File: src/rtl/gcd_pkg.sv
// Shared types and constants for the Euclidean GCD engine.
package gcd_pkg;

  localparam int DEF_WIDTH = 16;

  typedef enum logic [1:0] {
    IDLE,
    CHECK,
    MOD,
    DONE
  } state_t;

  function automatic int iter_w(input int max_iter);
    return $clog2(max_iter + 1);
  endfunction

endpackage

File: src/rtl/gcd_mod_unit.sv
// Iterative restoring a mod b: one shift-subtract step per clock.
module gcd_mod_unit
  import gcd_pkg::*;
#(
  parameter int WIDTH = DEF_WIDTH
) (
  input  logic             clk,
  input  logic             rst,
  input  logic             start_i,
  input  logic             cancel_i,
  input  logic [WIDTH-1:0] dividend_i,
  input  logic [WIDTH-1:0] divisor_i,
  output logic             ready_o,
  output logic [WIDTH-1:0] rem_o
);

  localparam int CW = $clog2(WIDTH + 1);

  logic [WIDTH-1:0] r_q;
  logic [WIDTH-1:0] q_q;
  logic [WIDTH-1:0] d_q;
  logic [CW-1:0]    cnt_q;
  logic             run_q;
  logic             ready_q;

  logic [WIDTH:0]   r_sh;
  logic             r_ge;
  logic [WIDTH-1:0] r_nxt;

  // The shifted remainder needs one extra bit; after a
  // subtract it always fits back into WIDTH bits.
  always_comb begin
    r_sh  = {r_q, q_q[WIDTH-1]};
    r_ge  = r_sh >= {1'b0, d_q};
    r_nxt = r_sh[WIDTH-1:0];
    if (r_ge) begin
      r_nxt = r_sh[WIDTH-1:0] - d_q;
    end
  end

  always_ff @(posedge clk or posedge rst) begin
    if (rst) begin
      r_q     <= '0;
      q_q     <= '0;
      d_q     <= '0;
      cnt_q   <= '0;
      run_q   <= 1'b0;
      ready_q <= 1'b0;
    end else if (cancel_i) begin
      run_q   <= 1'b0;
      ready_q <= 1'b0;
    end else if (start_i) begin
      r_q     <= '0;
      q_q     <= dividend_i;
      d_q     <= divisor_i;
      cnt_q   <= CW'(WIDTH);
      run_q   <= 1'b1;
      ready_q <= 1'b0;
    end else if (run_q) begin
      r_q   <= r_nxt;
      q_q   <= {q_q[WIDTH-2:0], 1'b0};
      cnt_q <= cnt_q - 1'b1;
      if (cnt_q == CW'(1)) begin
        run_q   <= 1'b0;
        ready_q <= 1'b1;
      end
    end else begin
      ready_q <= 1'b0;
    end
  end

  assign ready_o = ready_q;
  assign rem_o   = r_q;

endmodule

File: src/rtl/gcd_engine.sv
// Self-sequenced Euclidean GCD: FSM, operand regs and held results.
module gcd_engine
  import gcd_pkg::*;
#(
  parameter int WIDTH    = DEF_WIDTH,
  parameter int MAX_ITER = 2 * WIDTH
) (
  input  logic                        clk,
  input  logic                        rst,
  input  logic                        start_i,
  input  logic                        clear_i,
  input  logic [WIDTH-1:0]            Zahl1_i,
  input  logic [WIDTH-1:0]            Zahl2_i,
  output logic                        busy_o,
  output logic                        valid_o,
  output logic [WIDTH-1:0]            ergebnis_o,
  output logic [iter_w(MAX_ITER)-1:0] iter_o,
  output logic                        zero_o,
  output logic                        err_o
);

  localparam int IW = iter_w(MAX_ITER);

  state_t state_q;
  state_t state_d;

  logic [WIDTH-1:0] a_q;
  logic [WIDTH-1:0] b_q;
  logic [IW-1:0]    iter_q;
  logic [WIDTH-1:0] res_q;
  logic [IW-1:0]    iter_o_q;
  logic             zero_q;
  logic             err_q;

  logic             b_zero;
  logic             iter_max;
  logic             mod_start;
  logic             mod_ready;
  logic [WIDTH-1:0] mod_rem;
  logic             z1_ge;

  assign b_zero   = (b_q == '0);
  assign iter_max = (iter_q == IW'(MAX_ITER));
  assign z1_ge    = (Zahl1_i >= Zahl2_i);

  always_ff @(posedge clk or posedge rst) begin
    if (rst) begin
      state_q <= IDLE;
    end else begin
      state_q <= state_d;
    end
  end

  always_comb begin
    state_d = state_q;
    unique case (state_q)
      IDLE: begin
        if (start_i) begin
          state_d = CHECK;
        end
      end
      CHECK: begin
        if (b_zero || iter_max) begin
          state_d = DONE;
        end else begin
          state_d = MOD;
        end
      end
      MOD: begin
        if (mod_ready) begin
          state_d = CHECK;
        end
      end
      DONE: begin
        state_d = IDLE;
      end
      default: begin
        state_d = IDLE;
      end
    endcase
    if (clear_i) begin
      state_d = IDLE;
    end
  end

  always_comb begin
    busy_o    = 1'b0;
    valid_o   = 1'b0;
    mod_start = 1'b0;
    unique case (state_q)
      CHECK: begin
        busy_o    = 1'b1;
        mod_start = !b_zero && !iter_max;
      end
      MOD: begin
        busy_o = 1'b1;
      end
      DONE: begin
        valid_o = 1'b1;
      end
      default: begin
        busy_o = 1'b0;
      end
    endcase
  end

  // Held results change only on an accepted start or entry to DONE.
  always_ff @(posedge clk or posedge rst) begin
    if (rst) begin
      a_q      <= '0;
      b_q      <= '0;
      iter_q   <= '0;
      res_q    <= '0;
      iter_o_q <= '0;
      zero_q   <= 1'b0;
      err_q    <= 1'b0;
    end else if (!clear_i) begin
      unique case (state_q)
        IDLE: begin
          if (start_i) begin
            a_q      <= z1_ge ? Zahl1_i : Zahl2_i;
            b_q      <= z1_ge ? Zahl2_i : Zahl1_i;
            iter_q   <= '0;
            res_q    <= '0;
            iter_o_q <= '0;
            zero_q   <= 1'b0;
            err_q    <= 1'b0;
          end
        end
        CHECK: begin
          if (b_zero) begin
            res_q    <= a_q;
            zero_q   <= (a_q == '0);
            iter_o_q <= iter_q;
          end else if (iter_max) begin
            res_q    <= '0;
            err_q    <= 1'b1;
            iter_o_q <= iter_q;
          end
        end
        MOD: begin
          if (mod_ready) begin
            a_q    <= b_q;
            b_q    <= mod_rem;
            iter_q <= iter_q + 1'b1;
          end
        end
        default: begin
          a_q <= a_q;
        end
      endcase
    end
  end

  gcd_mod_unit #(
    .WIDTH(WIDTH)
  ) u_mod (
    .clk       (clk),
    .rst       (rst),
    .start_i   (mod_start),
    .cancel_i  (clear_i),
    .dividend_i(a_q),
    .divisor_i (b_q),
    .ready_o   (mod_ready),
    .rem_o     (mod_rem)
  );

  assign ergebnis_o = res_q;
  assign iter_o     = iter_o_q;
  assign zero_o     = zero_q;
  assign err_o      = err_q;

endmodule

File: config.mk
export PLATFORM = sky130hd
export DESIGN_NAME = gcd_engine
export DESIGN_NICKNAME = d
export VERILOG_FILES = /design/src/rtl/gcd_pkg.sv /design/src/rtl/gcd_mod_unit.sv /design/src/rtl/gcd_engine.sv
export SDC_FILE = /design/constraint.sdc
export NUM_CORES = 1
export LEC_CHECK = 0
export ABC_AREA = 1
export ABC_CLOCK_PERIOD_IN_PS = 4100
export BUFFER_PORTS_ARGS = -buffer_cell sky130_fd_sc_hd__buf_2
export CORE_MARGIN = 3
export CORE_UTILIZATION = 59
export CTS_CLUSTER_DIAMETER = 40
export DETAILED_ROUTE_END_ITERATION = 8
export PLACE_DENSITY = 0.79
export SETUP_SLACK_MARGIN = 0.05
export SLEW_MARGIN = 40
export SYNTH_ARGS = -nofsm -noshare
export SYNTH_HDL_FRONTEND = slang
export SYNTH_HIERARCHICAL = 1
export SYNTH_SLANG_ARGS = --single-unit
File: constraint.sdc
create_clock -name clk -period 4.1 [get_ports clk]
set_input_delay 1.23 -clock clk [delete_from_list [all_inputs] [get_ports clk]]
set_output_delay 1.23 -clock clk [all_outputs]
set_load 0.01 [all_outputs]
== Yosys cells after proc, flatten, opt, wreduce, memory -nomap -nowiden ==
Index checks and enable logic that the tools add are counted.
Storage, ports and cells
  register bits after elaboration: 119
  output and inout bits: 26
Operators by class
  add/sub/neg operators: 3
  magnitude comparators: 2
  equality and inequality tests: 14
  muxes and demuxes: 47
  bitwise gates (word level): 1
  reductions and logical operators: 18
Operators with widths (number)
  $mux W16: 14
  $pmux W16 S2: 3
  $logic_not A16 Y1: 2
  $mux W6: 4
  $pmux W6 S2: 2
  $ge A17 B16 Y1: 1
  $ge A16 B16 Y1: 1
  $mux W1: 16
  $sub A16 B16 Y16: 1
  $reduce_and A4 Y1: 3
  $mux W5: 2
  $ne A2 B2 Y1 const B: 4
  $pmux W2 S4: 1
  $add A6 B1 Y6 const B: 1
  $eq A6 B6 Y1 const B: 1
  $mux W2: 3
  $ne A3 B3 Y1 const B: 2
  $reduce_and A2 Y1: 3
  $reduce_bool A2 Y1: 3
  $eq A5 B1 Y1 const B: 1
  $reduce_and A5 Y1: 1
  $sub A5 B1 Y5 const B: 1
  $eq A2 B2 Y1 const B: 2
  $ne A4 B4 Y1 const B: 1
  10 further kinds: 12

== Longest topological paths before layout ==
  depth in word-level cells: 6
  mapped depth: 15

== By module ==
Netlist, hierarchy kept.
By module, submodules not included
  gcd_engine: instances 1, cells an instance 500, area an instance 3838.7 sq um
  gcd_mod_unit: instances 1, cells an instance 515, area an instance 3692.3 sq um

== Worst setup path before layout ==
Ideal clock, no wire load.
  path kind: input-to-reg
  start point: input Zahl2_i[15]
  end point: register a_q[3]
  setup time: 0.121 ns
  data arrival time: 2.500 ns
  data required time: 3.979 ns
  setup slack: 1.479 ns
  stages: 9
  buffers on the path: 1
  path through: inv_1 ha_1 a21oi_1 o21ai_0 nor2_2 clkbuf_1 nand3_1 nand3_1 nand2_1
Between the ends
  cells in the longest elaborated chain, start to end: 4
Ends and longest elaborated chain
  start: declaration: line gcd_engine.sv:13  | input logic [WIDTH-1:0] Zahl2_i,
  $ge A16 B16 Y1: line gcd_engine.sv:44  | assign z1_ge = (Zahl1_i >= Zahl2_i);
  $mux W16: line gcd_engine.sv:121  | a_q <= z1_ge ? Zahl1_i : Zahl2_i;
  $mux W16: line gcd_engine.sv:120  | if (start_i) begin
  $pmux W16 S2: line gcd_engine.sv:118  | unique case (state_q)
  end signal: assignment: line gcd_engine.sv:121
  end signal: assignment: line gcd_engine.sv:143  | a_q <= b_q;
  end signal: assignment: line gcd_engine.sv:149  | a_q <= a_q;
  end: declaration: line gcd_engine.sv:27  | logic [WIDTH-1:0] a_q;
No other way between the ends. The select of a mux whose other input is x is not followed.
A chain may end at the register's enable or synchronous reset.

== Worst setup path in the final report ==
  start point: register state_q[1]
  end point: register u_mod.r_q[15] (netlist: u_mod/rem_o[15])
Between the ends
  cells in the longest elaborated chain, start to end: 4
  elaborated cells on any way between the ends: 5
  classes of those cells: eq/ne: 1; mux: 2; reduce/logical: 2
Ends and longest elaborated chain
  start: declaration: line gcd_engine.sv:24  | state_t state_q;
  start signal: assignment: line gcd_engine.sv:50  | state_q <= state_d;
  $eq A2 B1 Y1 *: line gcd_engine.sv:90  | unique case (state_q)
  $mux W1 *: line gcd_engine.sv:90
  named net mod_start: line gcd_engine.sv:37  | logic mod_start;
  $reduce_bool A2 Y1 (no source line)
  $reduce_and A2 Y1 (no source line)
  end signal: assignment: line gcd_mod_unit.sv:60  | r_q <= r_nxt;
  end: declaration: line gcd_mod_unit.sv:19  | logic [WIDTH-1:0] r_q;
The timed path passes the listed nets; every way through them passes the cells marked *.

==> results.json <==
{
  "dpl.hpwl_um": 13400,
  "port_buffers": 61,
  "die_y_um": 119,
  "cts_resized": 0,
  "grt_pass1_wl_um": 29900,
  "vdd_drop_max_mv": 0.686,
  "clk_latency_ps": 410,
  "async_flop_share": 1.00,
  "critPathTopFamily": "simple AND/OR/NAND/NOR gates",
  "cp-end-kind": "flop",
  "final_cells": 1249,
  "slowest_delay_ps": 540,
  "grt_usage": 0.261,
  "drc_errors": 0,
  "synth_compound_area_frac": 0.118,
  "core-area_mm2": 0.0123,
  "p_leak_nw": 4.54,
  "vias": 6698,
  "gr-total-overflow": 0,
  "dr.first_iter.drc_count": 627,
  "antenna_found_initial": 0,
  "tightest_slew_ps": 785,
  "rsz0062_at_grt": "no",
  "std_cell_rows": 40,
  "clkTransAtPathRegs_ps": 60,
  "area_growth_syn_to_layout_pct": 12.4,
  "yosysWarnings": 6,
  "wirelength_um": 18100,
  "syn-mean-instance-area_um2": 7.42,
  "yosys.area_share.simple": 0.296,
  "required_ps": 4400,
  "viasPerCell": 5.36,
  "pwr_density_cell_mw_per_mm2": 800,
  "cp_max_fo": 36,
  "diodes": 0,
  "hp-class": "flop to flop",
  "clock_sinks": 119,
  "place_inst": 1217,
  "die_w_um": 119,
  "ios": 62,
  "tns_ps": 0,
  "worst_ep_arrival_time_ps": 3470,
  "startpoint_type": "flop",
  "finClkSkew_ps": 7.72,
  "layout_worst_path_cycle_share": 0.773,
  "synth-xor-area-share": 0.0105,
  "ctsHtreeMaxLevel": 4,
  "syn_area_mm2": 0.00753,
  "yosysSeqAreaShare": 0.395,
  "root_buffer": "clkbuf_16",
  "crit_type": "flop to flop",
  "drv_slew": 0,
  "ys_types": 40,
  "synth_edf_count": 0,
  "start_util": 0.614,
  "cts_buffers": 17,
  "gp_congestion": 0.925,
  "period_minus_slack_ps": 3170,
  "cp_slowest_cell": "nor2_4",
  "drv_cap": 0,
  "ys_seq_elements": 119,
  "firstDrtPassIters": 6,
  "clock.fmax_mhz": 316,
  "clock_path_buffers": 2,
  "synth_fa_ha_area_frac": 0.0691,
  "tritoncts": "done",
  "die-area_mm2": 0.0142,
  "final_hold_viol_count": 0,
  "synth_mux_area_frac": 0,
  "synth_nets": 1092,
  "status": "finished, final reports clean",
  "wl_per_cell_um": 14.5,
  "cts_hold_buf": 0,
  "synth_top_family_by_area": "simple AND/OR/NAND/NOR gates",
  "ant_nets": 0,
  "drive_gt1_frac": 0.127,
  "synth_ff_type": "dfrtp_1",
  "worst-path-buf-inv": 5,
  "finalNetCount": 1145,
  "syn_inst": 1015,
  "grt_max_degree": 45,
  "slew-limit-headroom": 0.476,
  "path_cells": "inv_1 > ha_1 > nand3_1 > inv_1 > inv_1 > nor2_4 > inv_1 > nand2_1 > clkinv_1 > nand2_1 > nand2_1",
  "cpMostUsedCell": "inv_1",
  "post_cts_buffers": 0,
  "first_global_vias": 6328,
  "setup_viol": 0
}
==> final timing paths <==
check,slack (ps),cells after the start,end,from
max,930,11,u_mod/rem_o[15],state_q[1]
min,480,2,ergebnis_o[13],ergebnis_o[13]
max reg2reg,930,11,u_mod/rem_o[15],state_q[1]
min reg2reg,480,2,ergebnis_o[13],ergebnis_o[13]
max in group asynchronous,2400,3,u_mod/d_q[12],rst
min in group asynchronous,890,2,b_q[2],rst
==> per-layer routing <==
layer | part of all wire | GRT usage | routed length (um)
met1 | 0.45 | 0.336 | 8070
met2 | 0.49 | 0.442 | 8960
met3 | 0.038 | 0.0537 | 691
met4 | 0.023 | 0.0797 | 409
met5 | 0 | 0 | 0
==> logic make-up (layout without fill, tap and decap cells) <==
logic type / Yosys count / count (layout)
DFF: 119 / 119
and+or+nand+nor: 501 / 501
adders and majority gates: 41 / 41
AOI/OAI and AO/OA: 145 / 145
buffers and inverters: 200 / 266
xor gates and xnor gates: 9 / 9
==> per-stage QoR <==
stage / instance area, um2 / hold slack (ps) / worst slack, ps / power [mW] / utilization
after floorplan: 7530 / 446 / 1270 / 4.63 / -
after global routing: 8460 / 497 / 640 / 7.34 / 0.690
after detailed placement: 7900 / 465 / 832 / 5.33 / 0.644
final: 8460 / 477 / 932 / 6.77 / 0.690
after global placement: 7900 / 461 / 909 / 5.23 / 0.644
after CTS: 8460 / 480 / 979 / 6.77 / 0.690
==> layout by cell type (no fill, tap or decap), drive strengths merged <==
cell        n
a21oi      21
a22oi      33
and2        1
buf        72
bufinv      1
clkbuf     19
clkinv      8
clkinvlp    3
dfrtp     119
fa          1
ha         40
inv       163
nand2     307
nand3     118
nand3b      6
nand4      14
nor2       48
nor3        4
nor4        1
o211ai     15
o21ai      65
o21bai      1
o22ai       1
o31ai       9
or2         2
xnor2       4
xor2        5
==> report_power, final <==
part / switching (mW) / total [mW] / internal, mW
sequential: 0.414 / 2.01 / 1.59
clock: 0.566 / 1.42 / 0.855
combinational: 2.16 / 3.34 / 1.19
total: 3.14 / 6.77 / 3.64
==> tightest hold or removal path, stage by stage (launching register included) <==
cell     delay [ps]
dfrtp_1         340
nand2_1          50
o21ai_0          60
==> flip-flops by register name (all words and copies together) (netlist names) <==
register,count
u_mod/rem_o,16
a_q,16
u_mod/q_q,16
state_q,2
u_mod/d_q,16
ergebnis_o,16
u_mod/cnt_q,5
iter_q,6
err_o,1
b_q,16
u_mod/run_q,1
iter_o,6
zero_o,1
u_mod/ready_o,1
==> cell type report <==
type	count	area, um2
clock buffers	19	443
clock inverters	13	124
fillers	1037	3800
inverters	162	608
multi-input cells	696	3710
flip-flops and latches	119	2980
well taps	168	210
repair buffers	72	388
==> synth_stat cells, types with 7 or more instances <==
cell type	instances	share of area
nand2_1	298	0.15
inv_1	157	0.078
dfrtp_1	119	0.40
nand3_1	117	0.078
o21ai_0	60	0.040
ha_1	40	0.066
nor2_1	36	0.018
a22oi_1	33	0.033
a21oi_1	20	0.013
o211ai_1	15	0.015
buf_2	14	0.0093
clkbuf_1	14	0.0070
nand4_1	14	0.012
buf_6	9	0.013
o31ai_1	9	0.0090
nand2_2	7	0.0058
(Power assumes the default switching activity.)
